File: src/rtl/ara_rst_pkg.sv
// Shared types and defaults for the board reset sequencer.
// The heartbeat feature is enabled by ARA_RST_SEQ_HEARTBEAT_EN in ara_rst_seq.
package ara_rst_pkg;

    typedef enum logic [2:0] {
        S_RESET     = 3'd0,
        S_WAIT_LOCK = 3'd1,
        S_STABLE    = 3'd2,
        S_FABRIC    = 3'd3,
        S_RUN       = 3'd4
    } rst_state_e;

    localparam int unsigned SYNC_STAGES_DEF     = 2;
    localparam int unsigned DEBOUNCE_CYCLES_DEF = 1_000_000;
    localparam int unsigned LOCK_STABLE_DEF     = 1024;
    localparam int unsigned CORE_DELAY_DEF      = 16;
    localparam int unsigned HEARTBEAT_DIV_DEF   = 25_000_000;

    // Bits needed to hold values 0..n inclusive.
    function automatic int unsigned cnt_width(input int unsigned n);
        return unsigned'($clog2(n + 1));
    endfunction

endpackage

File: src/rtl/ara_rst_seq_sync_filter.sv
// Multi-flop synchroniser followed by an optional consecutive-cycle debounce filter.
// FilterCycles <= 1 bypasses the filter and exposes the synchronised value directly.
module ara_sync_filter
    import ara_rst_pkg::*;
#(
    parameter int unsigned SyncStages   = 2,
    parameter int unsigned FilterCycles = 1,
    parameter logic        RstVal       = 1'b0
) (
    input  logic clk,
    input  logic rst,
    input  logic din,
    output logic dout
);

    logic [SyncStages-1:0] chain;
    logic                  synced;

    always_ff @(posedge clk) begin
        if (rst) begin
            chain <= {SyncStages{RstVal}};
        end else begin
            chain <= {chain[SyncStages-2:0], din};
        end
    end

    assign synced = chain[SyncStages-1];

    if (FilterCycles <= 1) begin : g_bypass
        assign dout = synced;
    end else begin : g_filter
        localparam int unsigned CntW = cnt_width(FilterCycles - 1);

        logic [CntW-1:0] cnt;
        logic            deb;

        // Output flips only on the FilterCycles-th consecutive differing cycle.
        always_ff @(posedge clk) begin
            if (rst) begin
                deb <= RstVal;
                cnt <= '0;
            end else if (synced == deb) begin
                cnt <= '0;
            end else if (cnt == CntW'(FilterCycles - 1)) begin
                deb <= synced;
                cnt <= '0;
            end else begin
                cnt <= cnt + 1'b1;
            end
        end

        assign dout = deb;
    end

endmodule

File: src/rtl/ara_rst_seq.sv
// Board reset sequencer: PLL-lock qualification, button debounce, staged fabric/core release.
// Define ARA_RST_SEQ_HEARTBEAT_EN to enable the S_RUN heartbeat divider.
module ara_rst_seq
    import ara_rst_pkg::*;
#(
    parameter int unsigned SyncStages       = SYNC_STAGES_DEF,
    parameter int unsigned DebounceCycles   = DEBOUNCE_CYCLES_DEF,
    parameter int unsigned LockStableCycles = LOCK_STABLE_DEF,
    parameter int unsigned CoreDelayCycles  = CORE_DELAY_DEF,
    parameter int unsigned HeartbeatDiv     = HEARTBEAT_DIV_DEF
) (
    input  logic       clk_i,
    input  logic       rst_i,
    input  logic       pll_locked_i,
    input  logic       btn_rst_ni,
    input  logic       ndmreset_i,
    output logic       fabric_rst_no,
    output logic       core_rst_no,
    output logic [2:0] state_o,
    output logic [7:0] lock_lost_cnt_o,
    output logic       heartbeat_o
);

    if (SyncStages < 2 || DebounceCycles < 1 || LockStableCycles < 1 ||
        CoreDelayCycles < 1 || HeartbeatDiv < 1) begin : g_bad_params
        $error("ara_rst_seq: parameter below its minimum");
    end

    localparam int unsigned CntMax = (LockStableCycles > CoreDelayCycles) ?
                                     LockStableCycles : CoreDelayCycles;
    localparam int unsigned CntW   = cnt_width(CntMax);

    logic            lock_s;
    logic            btn_deb;
    rst_state_e      state;
    rst_state_e      state_next;
    logic [CntW-1:0] cnt;
    logic [CntW-1:0] cnt_next;
    logic            lock_lost;
    logic            fabric_d;
    logic            core_d;
    logic [7:0]      lost_cnt;
    logic            fabric_q;
    logic            core_q;

    ara_sync_filter #(
        .SyncStages  (SyncStages),
        .FilterCycles(1),
        .RstVal      (1'b0)
    ) u_lock_sync (
        .clk (clk_i),
        .rst (rst_i),
        .din (pll_locked_i),
        .dout(lock_s)
    );

    ara_sync_filter #(
        .SyncStages  (SyncStages),
        .FilterCycles(DebounceCycles),
        .RstVal      (1'b0)
    ) u_btn_filter (
        .clk (clk_i),
        .rst (rst_i),
        .din (btn_rst_ni),
        .dout(btn_deb)
    );

    always_ff @(posedge clk_i) begin
        if (rst_i) begin
            state    <= S_RESET;
            cnt      <= '0;
            fabric_q <= 1'b0;
            core_q   <= 1'b0;
            lost_cnt <= '0;
        end else begin
            state    <= state_next;
            cnt      <= cnt_next;
            fabric_q <= fabric_d;
            core_q   <= core_d;
            if (lock_lost && lost_cnt != '1) begin
                lost_cnt <= lost_cnt + 8'd1;
            end
        end
    end

    // Lock loss is checked before the button so a simultaneous event is counted once.
    always_comb begin
        state_next = state;
        cnt_next   = cnt;
        lock_lost  = 1'b0;
        case (state)
            S_RESET: state_next = S_WAIT_LOCK;
            S_WAIT_LOCK: begin
                if (lock_s && btn_deb) state_next = S_STABLE;
            end
            S_STABLE: begin
                if (!lock_s || !btn_deb) begin
                    state_next = S_WAIT_LOCK;
                end else if (cnt == CntW'(LockStableCycles - 1)) begin
                    state_next = S_FABRIC;
                end else begin
                    cnt_next = cnt + 1'b1;
                end
            end
            S_FABRIC: begin
                if (!lock_s) begin
                    state_next = S_WAIT_LOCK;
                    lock_lost  = 1'b1;
                end else if (!btn_deb) begin
                    state_next = S_WAIT_LOCK;
                end else if (cnt == CntW'(CoreDelayCycles - 1)) begin
                    state_next = S_RUN;
                end else begin
                    cnt_next = cnt + 1'b1;
                end
            end
            S_RUN: begin
                if (!lock_s) begin
                    state_next = S_WAIT_LOCK;
                    lock_lost  = 1'b1;
                end else if (!btn_deb) begin
                    state_next = S_WAIT_LOCK;
                end
            end
            default: state_next = S_RESET;
        endcase
        if (state_next != state) cnt_next = '0;
    end

    always_comb begin
        fabric_d = (state_next == S_FABRIC) || (state_next == S_RUN);
        core_d   = (state_next == S_RUN) && !ndmreset_i;
    end

    assign fabric_rst_no   = fabric_q;
    assign core_rst_no     = core_q;
    assign state_o         = state;
    assign lock_lost_cnt_o = lost_cnt;

`ifdef ARA_RST_SEQ_HEARTBEAT_EN
    localparam int unsigned HbW = cnt_width(HeartbeatDiv);

    logic [HbW-1:0] hb_div;
    logic           hb;

    always_ff @(posedge clk_i) begin
        if (rst_i || state != S_RUN) begin
            hb_div <= '0;
            hb     <= 1'b0;
        end else if (hb_div == HbW'(HeartbeatDiv - 1)) begin
            hb_div <= '0;
            hb     <= ~hb;
        end else begin
            hb_div <= hb_div + 1'b1;
        end
    end

    assign heartbeat_o = hb;
`else
    assign heartbeat_o = 1'b0;
`endif

endmodule

File: config.mk
export PLATFORM = sky130hd
export DESIGN_NAME = ara_rst_seq
export DESIGN_NICKNAME = d
export VERILOG_FILES = /design/src/rtl/ara_rst_pkg.sv /design/src/rtl/ara_rst_seq_sync_filter.sv /design/src/rtl/ara_rst_seq.sv
export SDC_FILE = /design/constraint.sdc
export NUM_CORES = 1
export LEC_CHECK = 0
export ABC_AREA = 1
export CORE_ASPECT_RATIO = 1.2
export CORE_MARGIN = 10
export CORE_UTILIZATION = 30
export DETAILED_ROUTE_END_ITERATION = 16
export PLACE_DENSITY = 0.59
export SLEW_MARGIN = 20
export SYNTH_ARGS = -nofsm -noshare
export SYNTH_HDL_FRONTEND = slang
export SYNTH_HIERARCHICAL = 1
export SYNTH_SLANG_ARGS = --single-unit
File: constraint.sdc
create_clock -name clk_i -period 1.56 [get_ports clk_i]
set_input_delay 0.156 -clock clk_i [delete_from_list [all_inputs] [get_ports clk_i]]
set_output_delay 0.156 -clock clk_i [all_outputs]
set_load 0.1 [all_outputs]
Word level (Yosys, flattened, before mapping)
Cells that the tools add are included.

Add/sub/neg operators: 3. Equal/unequal tests: 17. Multiplexer cells: 17. Bitwise logic cells: 1. Reductions and logical operators: 15.

Operators with widths (count): $mux 11 (5); $mux 3 (8); $pmux 11 s2 (1); $add 20x1->20 const B (1); $eq 20x20->1 const B (1); $pmux 3 s5 (1); $add 11x1->11 const B (1); $eq 11x10->1 const B (1); $eq 11x4->1 const B (1); $eq 3x2->1 const B (3); $add 8x1->8 const B (1); $ne 8x8->1 const B (1); $eq 3x3->1 const B (2); $ne 2x2->1 const B (3); $reduce_and 6->1 (1); $ne 2x1->1 const B (2); $reduce_or 2->1 (2); $eq 3x1->1 const B (1); $logic_and 1x1->1 (3); $logic_not 1->1 (3); $logic_not 3->1 (1); $ne 3x3->1 (1); $reduce_or 3->1 (1); $logic_or 1x1->1 (2); 5 further kinds (6).

Flip-flop bits (word level): 49. Input bits: 5. Output and inout port bits: 14. Logic and storage cells: 62.

Depth between registers and ports, before layout
Word-level depth: 7. Mapped depth: 12. Depth with buffers taken out: 11.

By module
The synthesis kept the hierarchy.

By module, submodules not included: ara_rst_seq (times used 1, cells each 238, area each 1512.7 um^2, seq. area each 480.5 um^2); ara_sync_filter at u_btn_filter (times used 1, cells each 166, area each 1153.6 um^2, seq. area each 460.4 um^2); ara_sync_filter at u_lock_sync (times used 1, cells each 6, area each 55.1 um^2, seq. area each 40.0 um^2).

Worst setup path before layout
OpenSTA, ideal clock, no wires.

Path kind: reg2reg. Start: reg lost_cnt[1], in the netlist lock_lost_cnt_o[1]. End: reg lost_cnt[3], in the netlist lock_lost_cnt_o[3]. Setup time: 0.166 ns. Data arrival time: 2.073 ns. Data required time: 1.394 ns. Setup slack: -0.679 ns. Stages on the path, launching flop included: 9. Buffers on the path: 0. Clock period less this slack: 2.239 ns. Cell sequence: dfxtp_1 -> ha_1 -> nand3_1 -> nor2_1 -> nand2_1 -> nand3_1 -> nor2_1 -> o21ai_0 -> a21oi_1.

Longest elaborated chain between the ends: 2. Elaborated cells between the ends (all ways): 3. Classes of those cells: add/sub (1); eq/ne (1); reduce/logical (1).

RTL lines: start, declared (RTL line ara_rst_seq.sv:42) `logic [7:0] lost_cnt;`; start signal, assigned (RTL line ara_rst_seq.sv:81) `lost_cnt <= lost_cnt + 8'd1;`; parallel branches: the longest is 2 deep, another holds $add 8x1->8.

Parallel ways; which one is timed is not known. A chain may end at the register's enable or synchronous reset.

Final worst setup path
Start: reg cnt[5]. End: reg cnt[2].

Longest elaborated chain between the ends: 7. Elaborated cells between the ends (all ways): 13. Classes of those cells: eq/ne (5); mux (6); reduce/logical (2).

RTL lines: start, declared (RTL line ara_rst_seq.sv:37) `logic [CntW-1:0] cnt;`; start signal, assigned (RTL line ara_rst_seq.sv:77) `cnt <= cnt_next;`; $eq 11x4->1 (RTL line ara_rst_seq.sv:111) `end else if (cnt == CntW'(CoreDelayCycles - 1)) begin`; $mux 3 (RTL line ara_rst_seq.sv:111); $mux 3 (RTL line ara_rst_seq.sv:109) `end else if (!btn_deb) begin`; $mux 3 (RTL line ara_rst_seq.sv:106) `if (!lock_s) begin`; $pmux 3 s5 (RTL line ara_rst_seq.sv:91) `case (state)`; $ne 3x3->1 (RTL line ara_rst_seq.sv:127) `if (state_next != state) cnt_next = '0;`; $reduce_or 2->1 (no source line).

Parallel ways exist; a longest one is shown, timed or not.

==> summary.md <==
| Metric | Value |
|---|---|
| Outcome | `finished, final reports clean` |
| Worst hold stages | `3` |
| # IOs | `19` |
| Initial antenna violation count | `0` |
| Routed wire per std cell | `10.9 um` |
| CP Data Arrival Time | `1.75 ns` |
| Kind of cell adding the most delay to the critical path | `simple AND/OR/NAND/NOR gates` |
| CORE AREA | `0.00894 mm^2` |
| Most common cell after layout, fill and taps aside | `nand2_1` |
| Worst path max stage delay | `0.38 ns` |
| Rows | `38` |
| Tmin final | `1.54 ns` |
| Clock power frac | `37.6%` |
| Max Cap Viol | `0` |
| Vias | `2,615` |
| Filler cell count in the final layout | `980` |
| RSZ-0062 raised after global routing | `yes` |
| CTS H-tree lvls | `2` |
| WHS | `0.343 ns` |
| Net count, final | `456` |
| Post-DP HPWL | `4570 um` |
| Sequential fraction of the synthesis area | `36.0%` |
| Post-Synthesis Cells | `410` |
| Num Clock Sinks | `49` |
| Worst setup EP type | `flop` |
| CP max FO | `6` |
| Worst setup SP type | `flop` |
| Levels on crit path | `11` |
| Total CTS buffers | `5` |
| Sw Pwr | `533 uW` |
| Final WL | `6180 um` |
| Total internal power | `1.60 mW` |
| Pleak | `1.39 nW` |
| YS warnings | `6` |
| WP buf/inv | `4` |
| Number of routed nets with antenna violations | `0` |
| Die height | `124 um` |
| Worst-Skew Late Latency | `0.32 ns` |
| Slew Limit Fails | `0` |
| Total GRT Usage | `9.32%` |
| Clock root buffer | `clkbuf_8` |
| Syn nets | `418` |
| Comb pwr share | `3.9%` |
| Pwr dens | `603 mW/mm^2` |
| Part of the power in registers | `58.5%` |
| Vias per cell | `4.60` |
| Layout cell share with drive strength beyond 1 | `24.9%` |
| Period utilization | `98.5%` |
| Post-synth cell types | `29` |
| Util after Layout | `39.6%` |
| CTS clock-pin slew for the worst setup and hold paths | `0.10 ns` |
| Endpoints failing hold | `0` |
| Die area | `0.0133 mm^2` |
| DRC Markers | `0` |
| First-pass GRT wire length | `10,400 um` |
| Gr ovfl total | `0` |
| Min-Delay Path Class | `in2reg` |
| Post-Syn Area | `0.00272 mm^2` |
| FMAX | `651 MHz` |
| Final setup fails | `0` |
| Max Root-Sink Buffers | `2` |
| Largest net degree at the start of global routing | `19` |
| 1st-pass router iterations | `4` |
| Post-cts hold buffer count | `0` |
| Worst vdd ir | `0.000301 V` |
| Placed cell area | `0.00331 mm^2` |
| Critical Path RT | `1.78 ns` |
| Layout area overhead | `29.9%` |
| Mean Syn Cell Area | `6.64 um^2` |
| CTS tree | `yes` |
| Slowest-stage cell, CP | `dfxtp_4` |
| Vias in the first global route | `2,403` |
| Type of the worst setup path | `reg2reg` |
| Iteration-0 DRC Markers | `159` |
| Routability cong. | `0.851` |
| Final Skew | `0.00801 ns` |
| Starting Density | `30.4%` |
| Commonest non-fill, non-tap cells in the layout | `97 x nand2_1, 58 x nor2_1, 52 x inv_1, 29 x nand3_1, 29 x dfxtp_1` |
| # diodes | `0` |
| Synthesized flop and latch total | `49` |
| Net switching fraction of the power | `25.0%` |
| Crit-path cells | `buf_4, nor2_2, nand2_1, nor2_2, nand4_1, buf_4, buf_6, nand4_1, nand2_1, inv_1, nor2_2` |
| Final Cell Area | `0.00354 mm^2` |
| Crit-path most repeated cell | `nor2_2` |
| Die X-Extent | `107 um` |
| Port bufs | `17` |
| R2R cell count | `11` |
-- worst min-delay path, delay by kind of cell --
kind | cells | cell delay, ns
buf+inv | 2 | 0.44
simple gates | 1 | 0.03
-- cell type report --
class	count	area, um^2	area share (%)
Clock buffer	5	68.8	1.95
Clock inverter	3	26.3	0.743
Inverter	59	221	6.26
Multi-Input combinational cell	295	1550	43.8
Sequential cell	49	1030	29.1
Tap cell	120	150	4.25
Timing Repair Buffer	38	490	13.9
-- synthesized netlist by cell type --
library cell	number	area (um^2)
nand2_2	6	37.5
o21bai_1	1	7.51
nand2_1	98	368
conb_1	1	3.75
o21ai_0	4	20.0
nor2_2	11	68.8
xnor2_1	7	61.3
buf_2	3	15.0
xor2_1	7	61.3
nor2_4	4	45.0
nand3_2	6	60.1
dfxtp_1	49	981
buf_4	2	15.0
or2_0	2	12.5
inv_1	55	206
nand3b_1	1	7.51
nor3_1	5	25.0
or2_2	1	6.26
nand4_1	21	131
nand2_4	1	11.3
a21oi_1	18	90.1
clkbuf_1	1	3.75
nor2_1	64	240
ha_1	3	37.5
and2_2	1	7.51
nand3_1	31	155
inv_2	4	15.0
buf_6	2	22.5
o21ai_1	1	5.00
-- registers in the layout (all words and copies together) (netlist names) --
| signal | cells |
|---|---|
| u_lock_sync/chain | 2 |
| u_btn_filter/dout | 1 |
| u_btn_filter/chain | 2 |
| core_rst_no | 1 |
| fabric_rst_no | 1 |
| lock_lost_cnt_o | 8 |
| u_btn_filter/g_filter.cnt | 20 |
| cnt | 11 |
| state_o | 3 |
-- per-stage QoR --
step	power, mW	cells	setup slack [ns]	TNS, ns
detailed placement	1.36	555	-0.0265	-0.0751
floorplan	1.33	410	0.00984	0
finish	2.13	569	0.0240	0
CTS	2.18	565	0.00290	0
global route	2.22	569	-0.0634	-0.559
global placement	1.36	555	0.0161	0
-- power by group through the flow --
stage,Combinational (mW),Clock (mW),Sequential (mW)
after global placement,0.0823,0,1.28
after CTS,0.0827,0.848,1.25
final,0.0824,0.801,1.25
after global routing,0.0901,0.881,1.25
after detailed placement,0.0826,0,1.28
after floorplan,0.0440,0,1.29
-- cell families (layout without fill, tap and decap cells) --
logic type	after synthesis	in the layout	synth area share, %
flip-flops	49	49	36.0
AO/OA/AOI/OAI	24	24	4.51
adder cells (fa/ha/maj)	3	3	1.38
other	1	1	0.138
buffers and inverters	67	105	10.2
XOR/XNOR	14	14	4.51
AND/OR/NAND/NOR	252	253	43.2
-- repair_timing --
action                     4_1_cts  5_1_grt
pin swaps                        3        4
gates resized for setup          7       22
buffers inserted                 2        2
gates cloned                     0        2
setup endpoints to repair       11       17
-- worst paths after layout --
path | startpoint | endpoint | slack [ns]
hold reg to reg | u_lock_sync/chain[0] | u_lock_sync/chain[1] | 0.41
setup reg to reg | cnt[5] | cnt[2] | 0.02
hold / removal | pll_locked_i | u_lock_sync/chain[0] | 0.34
setup / recovery | cnt[5] | cnt[2] | 0.02
-- layer usage --
metal  routed length [um]  vias up  global-route usage, %
li1                     -     1361                      -
met1                 2580     1169                   10.4
met2                 3050       72                   15.4
met3                  409       13                   3.26
met4                  138        0                   4.31
met5                    0        -                      0
Note: power is estimated with default switching activity, not from simulation.
